## src/rtl/cmp_run_monitor.sv

```systemverilog
// Program-completion and activity monitor for an N-node CMP: halt detect, drain, watchdog, DMEM access counters.
// Every output is registered or decoded from registered state. The block has no backpressure and only taps its inputs.
module cmp_run_monitor #(
  parameter int                NUM_NODES      = 4,
  parameter int                INST_W         = 32,
  parameter int                CNT_W          = 32,
  parameter logic [INST_W-1:0] HALT_WORD      = '0,
  parameter bit                HALT_STICKY    = 1'b1,
  parameter int                DRAIN_CYCLES   = 30,
  parameter int                TIMEOUT_CYCLES = 13000
) (
  input  logic                           clk,
  input  logic                           reset,
  input  logic                           start,
  input  logic [NUM_NODES*INST_W-1:0]    node_inst_in,
  input  logic [NUM_NODES-1:0]           node_memEn,
  input  logic [NUM_NODES-1:0]           node_memWrEn,
  output logic                           busy,
  output logic                           done,
  output logic                           timeout,
  output logic [NUM_NODES-1:0]           node_halted,
  output logic [CNT_W-1:0]               cycle_count,
  output logic [CNT_W-1:0]               halt_cycle,
  output logic [NUM_NODES*CNT_W-1:0]     rd_count,
  output logic [NUM_NODES*CNT_W-1:0]     wr_count
);

  typedef enum logic [2:0] {S_IDLE, S_RUN, S_DRAIN, S_DONE, S_TIMEOUT} state_t;

  localparam int DW = (DRAIN_CYCLES > 1) ? $clog2(DRAIN_CYCLES) : 1;
  localparam logic [DW-1:0] DRAIN_LAST = DW'(DRAIN_CYCLES - 1);
  // Compare in at least 32 bits so a narrow CNT_W saturates instead of aliasing the limit.
  localparam int TW = (CNT_W > 32) ? CNT_W : 32;
  localparam logic [TW-1:0] TIMEOUT_LAST = TW'(TIMEOUT_CYCLES - 1);

  state_t                 state, state_nxt;
  logic [DW-1:0]          drain_cnt;
  logic [NUM_NODES-1:0]   hit;
  logic                   all_halt;
  logic                   timeout_hit;
  logic                   start_ok;
  logic                   active;
  logic [CNT_W-1:0]       rd_q [NUM_NODES];
  logic [CNT_W-1:0]       wr_q [NUM_NODES];

  function automatic logic [CNT_W-1:0] sat_inc(input logic [CNT_W-1:0] v, input logic en);
    return (en && (v != '1)) ? v + CNT_W'(1) : v;
  endfunction

  always_comb begin
    hit = '0;
    for (int i = 0; i < NUM_NODES; i++)
      hit[i] = (node_inst_in[i*INST_W +: INST_W] == HALT_WORD);
  end

  assign all_halt    = HALT_STICKY ? &(node_halted | hit) : &hit;
  assign timeout_hit = (TW'(cycle_count) == TIMEOUT_LAST);
  assign start_ok    = start && (state == S_IDLE || state == S_DONE || state == S_TIMEOUT);
  assign active      = (state == S_RUN) || (state == S_DRAIN);

  always_ff @(posedge clk or negedge reset) begin
    if (!reset) state <= S_IDLE;
    else        state <= state_nxt;
  end

  always_comb begin
    state_nxt = state;
    case (state)
      S_IDLE, S_DONE, S_TIMEOUT: if (start) state_nxt = S_RUN;
      S_RUN: begin
        if (all_halt)         state_nxt = S_DRAIN;
        else if (timeout_hit) state_nxt = S_TIMEOUT;
      end
      S_DRAIN: if (drain_cnt == DRAIN_LAST) state_nxt = S_DONE;
      default: state_nxt = S_IDLE;
    endcase
  end

  always_comb begin
    busy    = active;
    done    = (state == S_DONE);
    timeout = (state == S_TIMEOUT);
  end

  always_ff @(posedge clk or negedge reset) begin
    if (!reset) begin
      node_halted <= '0;
      cycle_count <= '0;
      halt_cycle  <= '0;
      drain_cnt   <= '0;
      for (int i = 0; i < NUM_NODES; i++) begin
        rd_q[i] <= '0;
        wr_q[i] <= '0;
      end
    end else if (start_ok) begin
      node_halted <= '0;
      cycle_count <= '0;
      halt_cycle  <= '0;
      drain_cnt   <= '0;
      for (int i = 0; i < NUM_NODES; i++) begin
        rd_q[i] <= '0;
        wr_q[i] <= '0;
      end
    end else if (active) begin
      cycle_count <= sat_inc(cycle_count, 1'b1);
      for (int i = 0; i < NUM_NODES; i++) begin
        rd_q[i] <= sat_inc(rd_q[i], node_memEn[i] & ~node_memWrEn[i]);
        wr_q[i] <= sat_inc(wr_q[i], node_memEn[i] &  node_memWrEn[i]);
      end
      if (state == S_RUN) begin
        node_halted <= HALT_STICKY ? (node_halted | hit) : hit;
        if (all_halt) begin
          halt_cycle <= cycle_count;
          drain_cnt  <= '0;
        end
      end else begin
        drain_cnt <= drain_cnt + DW'(1);
      end
    end
  end

  for (genvar g = 0; g < NUM_NODES; g++) begin : g_pack
    assign rd_count[g*CNT_W +: CNT_W] = rd_q[g];
    assign wr_count[g*CNT_W +: CNT_W] = wr_q[g];
  end

endmodule

```

## config.mk

```make
export PLATFORM = sky130hd
export DESIGN_NAME = cmp_run_monitor
export DESIGN_NICKNAME = d
export VERILOG_FILES = /design/src/rtl/cmp_run_monitor.sv
export SDC_FILE = /design/constraint.sdc
export NUM_CORES = 1
export LEC_CHECK = 0
export ABC_CLOCK_PERIOD_IN_PS = 6100
export BUFFER_PORTS_ARGS = -buffer_cell sky130_fd_sc_hd__buf_2
export CAP_MARGIN = 20
export CORE_MARGIN = 2
export CORE_UTILIZATION = 35
export DETAILED_ROUTE_END_ITERATION = 10
export PLACE_DENSITY = 0.63
export SYNTH_ARGS = -nofsm -noshare
export SYNTH_HDL_FRONTEND = slang
export SYNTH_SLANG_ARGS = --single-unit
```

## constraint.sdc

```tcl
create_clock -name clk -period 6.1 [get_ports clk]
set_clock_uncertainty 0.2 [all_clocks]
set_input_delay 1.22 -clock clk [delete_from_list [all_inputs] [get_ports clk]]
set_output_delay 1.22 -clock clk [all_outputs]
set_load 0.005 [all_outputs]
```

==> key figures, run 1 <==
Routing
  – Routed via count: 16400
  – Drt drc: 0
  – Final WL: 54800 µm
  – Vias per cell: 5.33
  – Final ANT Viol Nets: 0
  – Mean routed wirelength per cell: 17.8 µm
  – TritonRoute pass-1 iters: 6
  – DRT iter0 DRCs: 1092

Clock tree
  – Number of buffers created by CTS: 40
  – Cts repair resizes: 0
  – Clk_lat worst skew: 0.56 ns
  – Sink Count: 332
  – Clock Tree Buf Depth: 3
  – Cts hold-fix bufs: 0
  – Clock slew at reported path FFs: ~0.060 ns
  – Post CTS Setup Buffer Count: 0
  – H-Tree Depth: 2
  – Root Driver: clkbuf_16
  – TritonCTS clock tree: built

Run
  – Max Cap Viol: 0

Placed design
  – DP Cell Count: 3003
  – Final Wtd Congestion: 1.05
  – IO Port Bufs: between 400 and 500
  – Placement Cell Area: between 20000 and 25000 µm²
  – HPWL after DPL: 40000 µm

Pwr
  – Leak: about 0.010 µW
  – PD cells: 269 nW/µm²
  – Sequential share of power: between 40% and 50%
  – Internal Power: 4350 µW
  – Clock group share of total power: between 40 and 50%
  – Switching share of power: 27.1%
  – NetSw: around 1600 µW
  – Comb power frac: 11.5%
  – Worst vdd ir: approximately 0.19 mV

Min path
  – Hold Path Sink: rd_count[102]
  – Worst hold path depth: 1
  – Min-delay worst type: reg -> reg
  – Hold_sp: rd_count[102]

Timing
  – Final setup fails: 0
  – Max-slew violations: 0
  – Worst Tran Pin Value: 1.03 ns
  – Hold Vio Cnt, Final: 0
  – RSZ-0062 raised after global routing: false
  – F_max: roughly 290 MHz
  – Post-route minimum period: 3.49 ns
  – TNS Setup: 0 ns
  – Final period utilization: 57.3%
  – Rel. slew slack: 31.1%

GRT
  – Gr ovfl total: 0
  – Global-route wire length before repair: about 87000 µm
  – Number of global-route vias before repair: 15600
  – Largest net degree at the start of global routing: between 150 and 200
  – Initial antenna violation count: 0
  – Gr usage total: 20.5%

Worst setup path
  – Required @ worst endpoint: 6.33 ns
  – Reg-to-reg endpoint: wr_count[23]
  – Startpoint types: flop
  – R2R cell count: 7
  – Reg-to-reg startpoint: state[0]
  – Critical Path AT: 3.73 ns
  – Crit Path Category: reg -> reg
  – CP max FO: 11
  – Endpoint class of the critical path: flop
  – Reg2reg setup slack: 2.61 ns
  – Setup crit start: state[0]

Final layout
  – Final instance area: 22200 µm²
  – Proportion of layout cells with a drive suffix above 1: 23.8%
  – Final nets: 2526
  – Cell Count, Final, Fillers Out: just over 3000
  – Layout Area Growth over Synthesis: 26.1%
  – Final Util: 44.5%
  – Seq. cell area: 8310 µm²
  – Number of diodes: 0
  – Fillers: 4843
  – Area of the multi-input gates: between 8000 and 9000 µm²

Floorplan
  – Die width: approximately 230 µm
  – Core Area: 49900 µm²
  – Ports: 466
  – Die Area: around 52000 µm²
  – Initial Utilization: 35.3%
  – Row cnt: 82
  – Die Height: roughly 230 µm

Logic synthesis
  – Cells after synthesis: 1918
  – Syn Area/Cell: about 9 µm²
  – Number of synthesized flops with an enable pin: 0
  – Post-Syn Area: 17600 µm²
  – Ys flop type: dfrtp_1
  – Share of flip-flops with an asynchronous set or reset: 100%
  – Area leader, netlist: dfrtp_1
  – Syn_nets: approximately 2100
  – Yosys warnings: 0
  – Sequential area share after synthesis: 47.2%
  – Library cells used by synthesis: just over 60
  – Ranking of synthesized cells by area: dfrtp_1 47%, xnor2_1 7.7%, nor2_1 5.6%
  – Area share of the largest cell type after synthesis: 47.2%
  – Yosys reg bits: 332

Run status
  – Status: completed
[area by class of cell]
cell class	count	area share [%]
tap	672	3.79
timing repair buffer	484	11.3
multi-input combinational	1463	39.9
clock buffer	51	5.02
clock inverter	22	1.62
inverter	55	0.931
sequential	332	37.5
[power by group through the flow]
stage	combinational (µW)	clock, µW	sequential, µW
6_report	686	2680	2610
5_1_grt	769	2820	2630
4_1_cts	692	2740	2600
3_5_place_dp	688	0	2640
3_3_place_gp	669	0	2630
2_1_floorplan	312	0	2590
[flip-flops by register name, indices dropped and copies added, names as in the netlist]
name and count:
node_halted 4, state 3, cycle_count 32, rd_count 128, wr_count 128, halt_cycle 32
drain_cnt 5
[worst max-delay path, stage by stage (launching register included)]
cell and delay [ns]:
dfrtp_1 0.63, xor2_2 0.27, buf_4 0.24, nand4b_1 0.64, or3_1 0.66, or4_1 0.51, xor2_1 0.16, nor2_1 0.05
[cells by family after synthesis]
| group | Yosys count | share of synthesized area, % |
|---|---|---|
| multiplexers | 58 | 3.30 |
| flip-flops | 332 | 47.2 |
| AO/OA/AOI/OAI | 157 | 5.76 |
| adder cells (fa/ha/maj) | 11 | 0.782 |
| XOR/XNOR | 214 | 10.8 |
| AND/OR/NAND/NOR | 1023 | 29.4 |
| buffers and inverters | 123 | 2.72 |
[cell usage in the layout (no fill, tap or decap), types with 32 or more instances in the layout]
| master | netlist | layout |
|---|---|---|
| nand4_1 | 79 | 79 |
| dfrtp_1 | 332 | 332 |
| nor4_1 | 80 | 78 |
| inv_1 | 55 | 55 |
| clkbuf_16 | 0 | 41 |
| xnor2_1 | 155 | 155 |
| mux2i_1 | 58 | 58 |
| and3_1 | 41 | 41 |
| and4_1 | 32 | 32 |
| nand3_1 | 123 | 123 |
| buf_2 | 7 | 464 |
| xor2_1 | 57 | 57 |
| nor2_1 | 262 | 262 |
| nand2_1 | 198 | 198 |
| a21oi_1 | 46 | 46 |
| nor3_1 | 104 | 103 |
| o21ai_0 | 38 | 37 |
[worst max path at each step]
| stage | end | slack [ns] | cells after the start |
|---|---|---|---|
| floorplan | rd_count[115] | 2.87 | 7 |
| global placement | rd_count[89] | 2.24 | 6 |
| detailed placement | wr_count[29] | 2.22 | 6 |
| CTS | wr_count[25] | 2.39 | 7 |
| global route | wr_count[23] | 2.39 | 7 |
| finish | wr_count[23] | 2.61 | 7 |
[Yosys cell counts, types with 4 or more instances]
| cell | instances |
|---|---|
| clkbuf_1 | 54 |
| and3_1 | 41 |
| nor3_1 | 104 |
| nor4_2 | 5 |
| nand4_1 | 79 |
| and4_1 | 32 |
| o31ai_1 | 5 |
| nor2_1 | 262 |
| dfrtp_1 | 332 |
| nor3b_1 | 8 |
| o211ai_1 | 10 |
| o21a_1 | 8 |
| mux2i_1 | 58 |
| xor2_1 | 57 |
| ha_1 | 11 |
| inv_1 | 55 |
| xnor2_1 | 155 |
| nor4b_1 | 10 |
| buf_2 | 7 |
| or3_1 | 31 |
| nand2_1 | 198 |
| nor4_1 | 80 |
| a21oi_1 | 46 |
| a31oi_1 | 6 |
| nand3_1 | 123 |
| or4_1 | 9 |
| buf_1 | 6 |
| nand2b_1 | 7 |
| a211oi_1 | 14 |
| and2_1 | 10 |
| nand3b_1 | 4 |
| o21ai_0 | 38 |
| nand4b_1 | 6 |
[metrics by stage]
stage / setup slack, ns / power [µW] / hold slack, ns
after global placement: 2.24 / 3300 / 0.303
after CTS: 2.39 / 6040 / 0.314
after detailed placement: 2.22 / 3330 / 0.302
after global routing: 2.39 / 6220 / 0.327
final: 2.61 / 5970 / 0.316
after floorplan: 2.87 / 2910 / 0.295
[routing by layer]
metal  vias up  global-route usage, %  part of all wire [%]
li1       7731                      -                     -
met1      8053                   27.8                    44
met2       547                   31.7                    45
met3        87                   5.50                   8.0
met4         0                   7.03                   2.8
met5         -                      0                     0
No activity file was read; power rests on OpenSTA's default activity.
==> inputs of run 2 (changes only) <==
Settings changed: ABC_AREA set to 1, ABC_CLOCK_PERIOD_IN_PS 6100 to 3600, PLACE_DENSITY 0.63 to 0.62.
Clock period 6.1 ns to 3.6 ns, I/O delays scaled along.
==> run 2 against run 1 <==
  * Total power rose by 110%
  * Sequential cell count did not move
  * Cell area rose by 16%
  * Hold slack got worse by 0.022 ns
  * Clock power increased by 60%
  * Non-clock buffer count grew 3
  * Area after synthesis up 21%
  * First-iteration DRC count grew 56%
  * Register-to-register slack worse by 1.8 ns
  * Global-route usage rose by 2.8 points
  * Largest power group is now sequential cells
  * Highest routed layer is now met5
==> key figures, run 2 <==
Run
  – Max Cap Viol: 0 (unchanged)

Logic synthesis
  – Yosys warnings: 0 (unchanged)
  – Number of synthesized flops with an enable pin: 0 (unchanged)
  – Yosys reg bits: 332 (unchanged)
  – Most common cell in the netlist: nand2_1
  – Post-Synth Simple-Gate Area: 40.0% (+11 points)
  – Adder-Cell Fraction of Synth Area: 0.649% (-0.13 points)
  – Synth Area in Compound Gates: 6.82% (+1.1 points)
  – Syn Area/Cell: 7.01 µm² (-24%)
  – Synth Area in XOR/XNOR: 5.94% (-4.9 points)
  – Area share of the largest cell type after synthesis: 39.2% (-8.1 points)
  – Syn_nets: 3177 (+54%)
  – Share of flip-flops with an asynchronous set or reset: 100% (unchanged)
  – Library cells used by synthesis: 48 (-21%)
  – Largest family of logic cells by synthesized area: simple AND/OR/NAND/NOR gates
  – Ranking of synthesized cells by area: dfrtp_1 39%, nand2_1 15%, nor2_1 7.5%
  – Post-Syn Area: 21200 µm² (+21%)
  – Sequential area share after synthesis: 39.2% (-8.1 points)
  – Area leader, netlist: dfrtp_1
  – Synth top cells by count: 830 x nand2_1, 424 x nor2_1, 332 x dfrtp_1
  – Ys flop type: dfrtp_1
  – Cells after synthesis: 3027 (+58%)
  – Multiplexer share of the synthesized area: 0.0472% (-3.3 points)

Routing
  – Routed via count: 22000 (+34%)
  – Top Layer Used: met5
  – Mean routed wirelength per cell: 17.4 µm (-2.4%)
  – TritonRoute pass-1 iters: 5 (-1)
  – DRT iter0 DRCs: 1701 (+56%)
  – Drt drc: 0 (unchanged)
  – M1 WL: 33800 µm (+39%)
  – Final WL: 74300 µm (+36%)
  – Vias per cell: 5.15 (-3.5%)
  – Final ANT Viol Nets: 0 (unchanged)
  – WL met2: 33500 µm (+36%)
  – WL met3: 5130 µm (+17%)

Min path
  – Worst hold path depth: 2 (+1)
  – Min-delay worst type: reg -> reg
  – Hold Path Sink: halt_cycle[11]
  – Hold_sp: halt_cycle[11]

Clock tree
  – Root Driver: clkbuf_16
  – Sink Count: 332 (unchanged)
  – Clk_lat worst skew: 0.57 ns (about the same)
  – Cts hold-fix bufs: 1 (+1)
  – Number of buffers created by CTS: 42 (+5.0%)
  – Clock slew at reported path FFs: 0.06 ns (about the same)
  – TritonCTS clock tree: built
  – Post CTS Setup Buffer Count: 0 (unchanged)
  – Cts repair resizes: 0 (unchanged)
  – Clock Tree Buf Depth: 3 (unchanged)
  – H-Tree Depth: 2 (unchanged)

Final layout
  – Final instance area: 25700 µm² (+16%)
  – Seq. cell area: 8310 µm² (unchanged)
  – Final Util: 42.7% (-1.8 points)
  – Number of diodes: 0 (unchanged)
  – Proportion of layout cells with a drive suffix above 1: 18.4% (-5.4 points)
  – Fillers: 6379 (+32%)
  – Layout Area Growth over Synthesis: 21.0%
  – Commonest non-fill, non-tap cell in the layout: nand2_1
  – Area of the multi-input gates: 11400 µm² (+28%)
  – Most frequent cells in the layout: 830 x nand2_1, 464 x buf_2, 424 x nor2_1, 332 x dfrtp_1, 267 x inv_1
  – Final nets: 3616 (+43%)

Worst setup path
  – Required @ worst endpoint: 3.85 ns (-2.48 ns)
  – CP max FO: 62 (+51)
  – Crit Path Category: reg -> reg
  – Startpoint types: flop
  – CP cell instances: inv_1 -> nand2_1 -> o21ai_2 -> nand2_8 -> nand2_1 -> nand2_4 -> inv_2 -> nand2_1 -> o21ai_0 -> a21oi_1
  – R2R cell count: 10 (+3)
  – Reg-to-reg startpoint: state[2]
  – Slowest stage cell on the critical path: inv_2
  – Reg2reg setup slack: 0.77 ns (-1.84 ns)
  – Critical Path AT: 3.08 ns (-0.65 ns)
  – CP dominant cell by count: nand2_1
  – Reg-to-reg endpoint: cycle_count[12]
  – Endpoint class of the critical path: flop
  – Crit-path max cell delay: 0.38 ns (-0.28 ns)

Placed design
  – IO Port Bufs: 465 (unchanged)
  – Final Wtd Congestion: 0.946 (-9.5%)
  – Placement Cell Area: 24300 µm² (+17%)
  – HPWL after DPL: 55000 µm (+37%)

Pwr
  – Comb power frac: 28.0% (+17 points)
  – Worst vdd ir: 0.286 mV (+49%)
  – Internal Power: 7530 µW (+73%)
  – Switching share of power: 38.7% (+12 points)
  – Leak: 0.0120 µW (+14%)
  – Clock group share of total power: 35.0% (-9.8 points)
  – PD cells: 479 nW/µm² (+78%)
  – NetSw: 4760 µW (+190%)
  – Sequential share of power: 37.0% (-6.7 points)

Timing
  – Worst Tran Pin Value: 0.807 ns (-0.226 ns)
  – F_max: 353 MHz (+23%)
  – Post-route minimum period: 2.83 ns (-0.664 ns)
  – TNS Setup: 0 ns (unchanged)
  – Hold Vio Cnt, Final: 0 (unchanged)
  – Max-slew violations: 0 (unchanged)
  – Final period utilization: 78.6% (+21 points)
  – Final setup fails: 0 (unchanged)
  – RSZ-0062 raised after global routing: false
  – Rel. slew slack: 46.0% (+15 points)

Run status
  – Status: completed

GRT
  – Gr ovfl total: 0 (unchanged)
  – Largest net degree at the start of global routing: 79 (-49%)
  – Initial antenna violation count: 2 (+2)
  – Gr usage total: 23.3% (+2.8 points)
  – Global-route wire length before repair: 118000 µm (+35%)
  – Number of global-route vias before repair: 20900 (+34%)

Floorplan
  – Core Area: 60100 µm² (+21%)
  – Die Area: 62600 µm² (+20%)
  – Ports: 466 (unchanged)
  – Die width: 250 µm (+9.7%)
  – Initial Utilization: 35.3% (about the same)
  – Die Height: 250 µm (+9.7%)
  – Row cnt: 90 (+9.8%)
-- run 2: cell count changes in the layout (fill, tap and decap cells not counted), sizes merged, moves of 114 or more --
cell | before | now
inv | 58 | 281
nand2 | 198 | 847
nand3 | 123 | 249
nor2 | 262 | 440
o21ai | 39 | 172
xnor2 | 156 | 42
-- run 2: worst max-delay path by stage --
stage | end | slack (ns) | start | cells after the start
floorplan | halt_cycle[10] | 1.43 | node_inst_in[127] | 13
global placement | wr_count[31] | 0.74 | start | 6
detailed placement | rd_count[40] | 0.70 | state[0] | 10
CTS | rd_count[40] | 0.70 | state[0] | 10
global route | rd_count[53] | 0.54 | state[0] | 10
finish | cycle_count[12] | 0.77 | state[2] | 10
-- run 2: critical path: cells and delay by family, from the launching register on --
family | cells | cell delay [ns]
AO/OA/AOI/OAI | 3 | 0.47
buffers and inverters | 2 | 0.49
flip-flops | 1 | 0.37
AND/OR/NAND/NOR | 5 | 1.16
-- run 2: cell families (layout without fill, tap and decap cells) --
logic type      after synthesis  after routing
mux                           1              1
flops                       332            332
fa+ha+maj                    11             11
buf+inv                     372            840
simple gates               1909           1909
xor+xnor                    144            144
compound gates              258            258
-- run 2: power groups by stage --
stage / clock, µW / combinational (µW) / sequential (µW)
global route: 4560 / 3820 / 4600
finish: 4300 / 3440 / 4550
detailed placement: 0 / 3470 / 4600
global placement: 0 / 3440 / 4600
CTS: 4420 / 3480 / 4540
floorplan: 0 / 2260 / 4460
-- run 2: layer usage --
layer  track usage, %  vias to the layer above
li1                 -                    10800
met1             32.4                    10300
met2             37.2                      733
met3             4.01                      123
met4             6.62                        4
met5                0                        -
-- run 2: stage by stage --
step | cells | hold WS, ns | power, µW | setup slack, ns
CTS | 4276 | 0.296 | 12400 | 0.700
floorplan | 3027 | 0.224 | 6720 | 1.43
detailed placement | 4202 | 0.282 | 8070 | 0.703
finish | 4277 | 0.294 | 12300 | 0.769
global placement | 4202 | 0.276 | 8040 | 0.736
global route | 4277 | 0.324 | 13000 | 0.538
-- run 2: final cells by class --
cell class / instances / share of cell area [%]
repair buffers: 487 / 10.1
flip-flops and latches: 332 / 32.4
well taps: 782 / 3.81
clock buffers: 61 / 4.80
clock inverters: 12 / 0.560
inverters: 280 / 4.13
multi-input cells: 2323 / 44.2
